<file path="src/rtl/spi_pkg.sv">
// Shared constants for the SPI responder: default frame width, FSM states, SPI mode codes.
package spi_pkg;

  localparam int SPI_DATA_W = 8;

  typedef enum logic {
    ST_IDLE   = 1'b0,
    ST_ACTIVE = 1'b1
  } spi_state_t;

  // Mode code is {cpol, cpha}
  localparam logic [1:0] SPI_MODE0 = 2'b00;
  localparam logic [1:0] SPI_MODE1 = 2'b01;
  localparam logic [1:0] SPI_MODE2 = 2'b10;
  localparam logic [1:0] SPI_MODE3 = 2'b11;

endpackage

</file>
<file path="src/rtl/spi_sync_edge.sv">
// N-flop synchroniser for an async pin with one-cycle rise/fall pulses; pulse appears STAGES cycles
// after the pin changes, no backpressure.
module spi_sync_edge #(
  parameter int   STAGES  = 2,
  parameter logic RST_VAL = 1'b0
) (
  input  logic clk,
  input  logic rst_n,
  input  logic din,
  output logic rise,
  output logic fall
);

  logic [STAGES-1:0] sync;
  logic              sync_d;

  always_ff @(posedge clk or negedge rst_n) begin
    if (!rst_n) begin
      sync   <= {STAGES{RST_VAL}};
      sync_d <= RST_VAL;
    end else begin
      sync   <= {sync[STAGES-2:0], din};
      sync_d <= sync[STAGES-1];
    end
  end

  assign rise = sync[STAGES-1] & ~sync_d;
  assign fall = ~sync[STAGES-1] & sync_d;

endmodule

</file>
<file path="src/rtl/spi_slave_shifter.sv">
// SPI responder shifter in the PCLK domain, modes 0-3, MSB/LSB first; pin-to-action SYNC_STAGES+1 cycles.
// TX: 1-entry buffer (valid/ready), RX: level-valid holding register; SPI_SLV_OVR_EN adds sticky overrun.
module spi_slave_shifter
  import spi_pkg::*;
#(
  parameter int DATA_W      = SPI_DATA_W,
  parameter int SYNC_STAGES = 2
) (
  input  logic              PCLK,
  input  logic              PRESET_n,
  input  logic              spi_en_i,
  input  logic              cpol_i,
  input  logic              cpha_i,
  input  logic              lsbfe_i,
  input  logic              sclk_i,
  input  logic              ss_i,
  input  logic              mosi_i,
  output logic              miso_o,
  output logic              miso_oe_o,
  input  logic [DATA_W-1:0] tx_data_i,
  input  logic              tx_valid_i,
  output logic              tx_ready_o,
  output logic [DATA_W-1:0] rx_data_o,
  output logic              rx_valid_o,
  input  logic              rx_ready_i,
  output logic              busy_o
`ifdef SPI_SLV_OVR_EN
  ,
  output logic              ovr_o,
  input  logic              ovr_clr_i
`endif
);

  localparam int CNT_W = (DATA_W > 1) ? $clog2(DATA_W) : 1;
  localparam logic [CNT_W-1:0] LAST_BIT = CNT_W'(DATA_W - 1);

  spi_state_t        state;
  logic              cpol_q, cpha_q, lsbfe_q;
  logic [DATA_W-1:0] sreg, tx_buf, load_word, rx_shift;
  logic [CNT_W-1:0]  cnt;
  logic              tx_full;
  logic              sclk_rise, sclk_fall, ss_rise, ss_fall, mosi_s;
  logic              lead_edge, trail_edge, sample_edge, shift_edge;
  logic              start, stop, word_done, reload, tx_accept, tx_consume, head;
  logic [SYNC_STAGES-1:0] mosi_sync;

  spi_sync_edge #(.STAGES(SYNC_STAGES), .RST_VAL(1'b0)) u_sclk_sync (
    .clk(PCLK), .rst_n(PRESET_n), .din(sclk_i), .rise(sclk_rise), .fall(sclk_fall)
  );

  spi_sync_edge #(.STAGES(SYNC_STAGES), .RST_VAL(1'b1)) u_ss_sync (
    .clk(PCLK), .rst_n(PRESET_n), .din(ss_i), .rise(ss_rise), .fall(ss_fall)
  );

  // Same depth as the sclk path so the sampled bit lines up with its edge pulse
  always_ff @(posedge PCLK or negedge PRESET_n) begin
    if (!PRESET_n) mosi_sync <= '0;
    else           mosi_sync <= {mosi_sync[SYNC_STAGES-2:0], mosi_i};
  end
  assign mosi_s = mosi_sync[SYNC_STAGES-1];

  assign lead_edge   = cpol_q ? sclk_fall : sclk_rise;
  assign trail_edge  = cpol_q ? sclk_rise : sclk_fall;
  assign sample_edge = cpha_q ? trail_edge : lead_edge;
  assign shift_edge  = cpha_q ? lead_edge : trail_edge;

  assign start      = ss_fall & spi_en_i;
  assign stop       = ss_rise | ~spi_en_i;
  assign word_done  = (state == ST_ACTIVE) & ~stop & sample_edge & (cnt == LAST_BIT);
  assign reload     = ((state == ST_IDLE) & start) | word_done;
  assign tx_accept  = tx_valid_i & tx_ready_o;
  assign tx_consume = reload & tx_full;
  assign load_word  = tx_full ? tx_buf : '0;

  // Sampling advances the register, so the outgoing head is always the next bit to present
  assign rx_shift = lsbfe_q ? {mosi_s, sreg[DATA_W-1:1]} : {sreg[DATA_W-2:0], mosi_s};
  assign head     = lsbfe_q ? sreg[0] : sreg[DATA_W-1];

  assign tx_ready_o = ~tx_full;
  assign busy_o     = (state == ST_ACTIVE);
  assign miso_oe_o  = (state == ST_ACTIVE);

  always_ff @(posedge PCLK or negedge PRESET_n) begin
    if (!PRESET_n) begin
      state      <= ST_IDLE;
      cpol_q     <= 1'b0;
      cpha_q     <= 1'b0;
      lsbfe_q    <= 1'b0;
      sreg       <= '0;
      cnt        <= '0;
      miso_o     <= 1'b0;
      tx_buf     <= '0;
      tx_full    <= 1'b0;
      rx_data_o  <= '0;
      rx_valid_o <= 1'b0;
`ifdef SPI_SLV_OVR_EN
      ovr_o      <= 1'b0;
`endif
    end else begin
      if (tx_accept) tx_buf <= tx_data_i;
      tx_full <= (tx_full & ~tx_consume) | tx_accept;
      if (rx_ready_i) rx_valid_o <= 1'b0;
`ifdef SPI_SLV_OVR_EN
      if (ovr_clr_i) ovr_o <= 1'b0;
`endif
      case (state)
        ST_IDLE: begin
          cpol_q  <= cpol_i;
          cpha_q  <= cpha_i;
          lsbfe_q <= lsbfe_i;
          cnt     <= '0;
          miso_o  <= 1'b0;
          if (start) begin
            state  <= ST_ACTIVE;
            sreg   <= load_word;
            miso_o <= cpha_i ? 1'b0 : (lsbfe_i ? load_word[0] : load_word[DATA_W-1]);
          end
        end
        ST_ACTIVE: begin
          if (stop) begin
            state  <= ST_IDLE;
            cnt    <= '0;
            miso_o <= 1'b0;
          end else if (sample_edge) begin
            if (word_done) begin
              cnt  <= '0;
              sreg <= load_word;
`ifdef SPI_SLV_OVR_EN
              if (rx_valid_o && !rx_ready_i) begin
                ovr_o <= 1'b1;
              end else begin
                rx_data_o  <= rx_shift;
                rx_valid_o <= 1'b1;
              end
`else
              rx_data_o  <= rx_shift;
              rx_valid_o <= 1'b1;
`endif
            end else begin
              cnt  <= cnt + 1'b1;
              sreg <= rx_shift;
            end
          end else if (shift_edge) begin
            miso_o <= head;
          end
        end
        default: state <= ST_IDLE;
      endcase
    end
  end

endmodule

</file>
<file path="config.mk">
export PLATFORM = sky130hd
export DESIGN_NAME = spi_slave_shifter
export DESIGN_NICKNAME = d
export VERILOG_FILES = /design/src/rtl/spi_pkg.sv /design/src/rtl/spi_sync_edge.sv /design/src/rtl/spi_slave_shifter.sv
export SDC_FILE = /design/constraint.sdc
export NUM_CORES = 1
export LEC_CHECK = 0
export ABC_AREA = 1
export ABC_CLOCK_PERIOD_IN_PS = 2120
export BUFFER_PORTS_ARGS = -buffer_cell sky130_fd_sc_hd__buf_4
export CORE_MARGIN = 2
export CORE_UTILIZATION = 55
export DETAILED_ROUTE_END_ITERATION = 10
export GPL_TIMING_DRIVEN = 0
export PLACE_DENSITY_LB_ADDON = 0.12
export SLEW_MARGIN = 0
export SYNTH_ARGS = -nofsm -noshare
export SYNTH_HDL_FRONTEND = slang
export SYNTH_HIERARCHICAL = 1
export SYNTH_SLANG_ARGS = --single-unit
</file>
<file path="constraint.sdc">
create_clock -name PCLK -period 2.12 [get_ports PCLK]
set_clock_uncertainty 0.15 [all_clocks]
set_input_delay 0.424 -clock PCLK [delete_from_list [all_inputs] [get_ports PCLK]]
set_output_delay 0.424 -clock PCLK [all_outputs]
set_load 0.02 [all_outputs]
</file>
# ---- Word-level counts from Yosys, hierarchy flattened
# Cells that the tools add are included.
dict set report classes {
  n_lt_le_gt_ge 0
  n_bitwise 24
  mux 31
  eq_ne 7
  n_addsub 1
  n_mul 0
  n_reduce_logical 3
  shifts 0
  n_div 0
}
# operator n
set ops {}
lappend ops {{8-bit 2-to-1 mux} 6}
lappend ops {{1-bit 2-to-1 mux} 18}
lappend ops {{8-bit one-hot mux with 2 select lines} 1}
lappend ops {{1-bit bitwise AND} 12}
lappend ops {{3-bit 2-to-1 mux} 3}
lappend ops {{1-bit inverter} 9}
lappend ops {{3-bit by 1-bit inequality test with 1-bit output, second input constant} 2}
lappend ops {{3-bit one-hot mux with 2 select lines} 1}
lappend ops {{2-bit inequality test, second input constant} 2}
lappend ops {{1-bit one-hot mux with 2 select lines} 2}
lappend ops {{4-bit AND reduction} 1}
lappend ops {{3-bit by 1-bit adder with 3-bit output, second input constant} 1}
lappend ops {{3-bit equality test, second input constant} 1}
lappend ops {{3-bit by 2-bit inequality test with 1-bit output, second input constant} 1}
lappend ops {{1-bit OR} 3}
lappend ops {{3-bit AND reduction} 1}
lappend ops {{2-bit by 1-bit inequality test with 1-bit output, second input constant} 1}
lappend ops {{2-bit AND reduction} 1}
dict set report word_totals {
  inputBits 19
  wordCells 82
  romBits 0
  regBits 42
  out_inout_bits 13
  latchBits 0
  memories 0
  ramBits 0
}

# ---- Longest topological paths before layout
dict set report logic_depth {
  depth_word 12
  ltp_mapped 10
  mapped_depth_nobuf 10
}

# ---- Modules after synthesis
# Netlist, hierarchy kept.
# mod area_per_inst_um2 cells_per_inst seq_area_each_um2 instances
set by_module_without_submodules {}
lappend by_module_without_submodules {spi_slave_shifter 1684.1 188 900.9 1}
lappend by_module_without_submodules {{spi_sync_edge at u_ss_sync} 93.8 7 78.8 1}
lappend by_module_without_submodules {{spi_sync_edge at u_sclk_sync} 90.1 7 75.1 1}

# ---- Worst setup path after synthesis
# OpenSTA, ideal clock, no wires.
dict set report synth_timing {
  path_type {register to register}
  start {register u_ss_sync.sync[1]}
  end {register sreg[2]}
  path_slack_ps 477
  path_stages_with_launch 11
  setup_ps 118
  arrival_ps 1376
  path_buffers 1
  synth_period_minus_slack_ps 1643
  t_required_ps 1852
  cell_sequence {dfstp_2 inv_1 nor2_1 inv_1 nand3_1 clkinv_1 nand4_4 buf_6 nand3_1 nand3_1 nand2_1}
}
dict set report synth_between {
  elab_chain_len 10
  word_cells_on_any_way 16
  classes_between {eq/ne (2); mux (4); bitwise (9); reduce/logical (1)}
}
# item line_no
set synth_lines {}
lappend synth_lines {{start, declared} spi_sync_edge.sv:14} ;# logic [STAGES-1:0] sync;
lappend synth_lines {{start signal, assigned} spi_sync_edge.sv:19} ;# sync <= {STAGES{RST_VAL}};
lappend synth_lines {{start signal, assigned} spi_sync_edge.sv:22} ;# sync <= {sync[STAGES-2:0], din};
lappend synth_lines {{1-bit bitwise AND (*)} spi_sync_edge.sv:27} ;# assign rise = sync[STAGES-1] & ~sync_d;
lappend synth_lines {{named net ss_rise} spi_slave_shifter.sv:42} ;# logic sclk_rise, sclk_fall, ss_rise, ss_fall, mosi_s;
lappend synth_lines {{1-bit OR (*)} spi_slave_shifter.sv:68} ;# assign stop = ss_rise | ~spi_en_i;
lappend synth_lines {{1-bit inverter (no line)} -}
lappend synth_lines {{1-bit bitwise AND (3 in a row)} spi_slave_shifter.sv:69} ;# assign word_done = (state == ST_ACTIVE) & ~stop & sample_edge & (cnt == LAST_BIT);
lappend synth_lines {{8-bit 2-to-1 mux} spi_slave_shifter.sv:125} ;# if (word_done) begin
lappend synth_lines {{8-bit 2-to-1 mux} spi_slave_shifter.sv:124} ;# end else if (sample_edge) begin
lappend synth_lines {{8-bit 2-to-1 mux} spi_slave_shifter.sv:120} ;# if (stop) begin
lappend synth_lines {{8-bit one-hot mux with 2 select lines} spi_slave_shifter.sv:106} ;# case (state)
lappend synth_lines {{end signal, assigned} spi_slave_shifter.sv:115} ;# sreg <= load_word;
lappend synth_lines {{end signal, assigned} spi_slave_shifter.sv:127} ;# sreg <= load_word;
lappend synth_lines {{end signal, assigned} spi_slave_shifter.sv:141} ;# sreg <= rx_shift;
lappend synth_lines {{end, declared} spi_slave_shifter.sv:39} ;# logic [DATA_W-1:0] sreg, tx_buf, load_word, rx_shift;
# Mark *: on every way through the listed nets, which the timed path passes. The rest lies on a longest branch. The select of a mux whose other input is x is not followed.
# A chain may end at the register's enable or synchronous reset.

# ---- Worst setup path after layout
dict set report layout_timing {
  start {register u_ss_sync.sync[1]}
  end {register sreg[0]}
}
# Same word-level chain as after synthesis.

==> metrics <==
status=finished, final reports clean; CP Max Fanout=9; number of flops mapped to enable cells by yosys=0; min cycle time layout=1.832 ns; most used cell, CP=nand2_1; Final nets=263; Die Ht=62.28 um; peak supply drop=0.6470 mV; Yosys warnings=6; Core Area=0.003311 mm^2; slowest cell delay on critical path=0.56 ns; Worst Path Required=2.26 ns; slowest CP cell=dfstp_2; GRT Resource Usage Total=18.63%; Vias/cell=4.941; Post-Synthesis Cells=202; final WL=3229 um; Initial DRC Count=59; Static Leak=1.188 nW; Final ANT Viol Nets=0; Tcrit/Tclk final=86.43%; cell with the most instances after synthesis=nand2_1; num ports=32; die area=0.003879 mm^2; Post-DP HPWL=2395 um; clock transition time at the flip-flop clock pins of the worst setup and hold paths=0.12 ns; Pwr Density=912.2 mW/mm^2; net switching power=0.0006558 W; RSZ-0062 raised after global routing=false; first-pass GRT wire length=5692 um; Clk pwr share=20.0%; postcts setup bufs=0; Seq cells post-synth=42; Worst slew margin=65.99%; Synth area leader=dfrtp_1; Post-Route Setup TNS=0 ns; wire per inst=11.17 um; Crit. End Element=flip-flop; Post-synth top cells=64 x nand2_1, 39 x dfrtp_1, 24 x nand3_1; CTS Buf Count=5; DRC errors left=0; sequential share of the synthesized area=56.46%; pin count of the biggest net entering global routing=43; total iterations of the first detailed-routing run=4; row count=21; async set-reset flop share out of synthesis=100.0%; Top FF cell, synth=dfrtp_1; initial antenna violation count=0; Die X=62.28 um; Resize count post-CTS=0; syn_nets=223; Internal Power=0.001390 W; vias after detailed routing=1,428; maxcap violations=0; layout cells sized above 1=23.87%; fin. max-slew vios=0; CTS tree=built; Sw Ratio=32.06%; PortBufs=31; Initial Utilization=56.42%; Slew @ Worst Pin=0.5102 ns; final hold violation count=0; Hold Path Class=input pin to flip-flop; Max Freq=0.5457 GHz; number of global-route vias before repair=1,316; area grow syn2layout=20.03%; Post-Syn Area=0.001868 mm^2; Synth area leaders=dfrtp_1 52%, nand2_1 13%, nand3_1 6.4%, mux2_2 4.8%, o21ai_0 4.6%; RD Place Congestion=0.8173; critical path arrival=1.97 ns; CTS max path bufs=2; Antenna diodes=0; Remaining Overflow, GRT=0; Critical Path Start Type=flip-flop; Setup CP Type=flip-flop to flip-flop; htree depth=2; Comb pwr share=26.6%; Flop pwr share=53.4%; Worst-Skew Late Latency=0.34 ns; Hold WS=0.02708 ns; Final Setup Violations=0; CTS Sinks=42; Synth top area share=52.24%; post-synth cell types=21; count of hold-fix buffers inserted at cts=1; clk root buf=clkbuf_4; Mapped Avg Cell Area=9.248 um^2; crit-path cells=inv_1, nor2_1, inv_1, nand3_1, clkinv_1, nand4_4, nand2_1, nand2_1, nand3_1, nand2_1
cell families (layout without fill, tap and decap cells):
kind of cell	count (synthesis)	count (layout)	share of synthesized area [%]
buf+inv	27	68	6.228
simple gates	97	97	22.04
mux	13	13	7.502
compound gates	21	21	6.430
fa+ha+maj	2	2	1.339
flops	42	42	56.46
final timing paths:
check | slack [ns] | cells past startpoint | to | from
max | 0.29 | 10 | sreg[0] | u_ss_sync/sync[1]
max in group asynchronous | 1.02 | 2 | u_ss_sync/sync_d | PRESET_n
min | 0.03 | 1 | u_ss_sync/sync[0] | ss_i
max reg2reg | 0.29 | 10 | sreg[0] | u_ss_sync/sync[1]
min in group asynchronous | 0.44 | 2 | cnt[1] | PRESET_n
min reg2reg | 0.21 | 0 | u_sclk_sync/sync[1] | u_sclk_sync/sync[0]
metrics by stage:
| stage | instances | utilization (%) | total power [W] | area (um^2) | setup slack, ns |
|---|---|---|---|---|---|
| 5_1_grt | 289 | 67.72 | 0.002212 | 2242 | 0.1150 |
| 3_5_place_dp | 279 | 65.19 | 0.001650 | 2158 | 0.3059 |
| 4_1_cts | 288 | 67.42 | 0.002066 | 2232 | 0.2731 |
| 2_1_floorplan | 202 | - | 0.001484 | 1868 | 0.4767 |
| 3_3_place_gp | 279 | 65.19 | 0.001634 | 2158 | 0.3122 |
| 6_report | 289 | 67.72 | 0.002045 | 2242 | 0.2876 |
power groups by stage:
| stage | registers, W | clock network [W] | logic, W |
|---|---|---|---|
| 6_report | 0.00109 | 0.000410 | 0.000543 |
| 3_5_place_dp | 0.00111 | 0 | 0.000543 |
| 2_1_floorplan | 0.00108 | 0 | 0.000409 |
| 5_1_grt | 0.00111 | 0.000467 | 0.000632 |
| 4_1_cts | 0.00109 | 0.000428 | 0.000548 |
| 3_3_place_gp | 0.00110 | 0 | 0.000534 |
flip-flops by register name (all words and copies together), names as in the netlist, 2 cells and up:
signal / flops
rx_data_o: 8
sreg: 8
tx_buf: 8
cnt: 3
mosi_sync: 2
u_sclk_sync/sync: 2
u_ss_sync/sync: 2
layer usage:
layer | vias to the layer above | track usage (%) | wire length (um)
met5 | - | 0 | 0
met4 | 0 | 5.833 | 31
met3 | 2 | 5.435 | 193
met2 | 49 | 29.89 | 1386
met1 | 646 | 24.69 | 1617
li1 | 731 | - | -
cells in the final DEF (no fill, tap or decap), types with 5 or more instances in the layout:
| cell | Yosys | layout |
|---|---|---|
| nand3_1 | 24 | 24 |
| o21ai_0 | 17 | 17 |
| inv_1 | 19 | 19 |
| mux2i_1 | 5 | 5 |
| dfrtp_1 | 39 | 39 |
| clkbuf_4 | 0 | 5 |
| nor2_1 | 8 | 8 |
| mux2_2 | 8 | 8 |
| buf_4 | 1 | 32 |
| nand2_1 | 64 | 64 |
area by class of cell:
class / count / area (um^2)
fillers: 284 / 1069
flip-flops and latches: 42 / 1055
multi-input cells: 133 / 696.9
repair buffers: 33 / 252.7
inverters: 21 / 78.83
well taps: 46 / 57.56
clock buffers: 6 / 51.30
plain buffers: 6 / 37.54
clock inverters: 2 / 12.51
worst max-delay path, delay by kind of cell, from the launching register on:
| kind | cells | cell delay, ns |
|---|---|---|
| AND/OR/NAND/NOR | 7 | 0.81 |
| buffers and inverters | 3 | 0.25 |
| flip-flops | 1 | 0.56 |
Power figures use the tool's default switching activity.
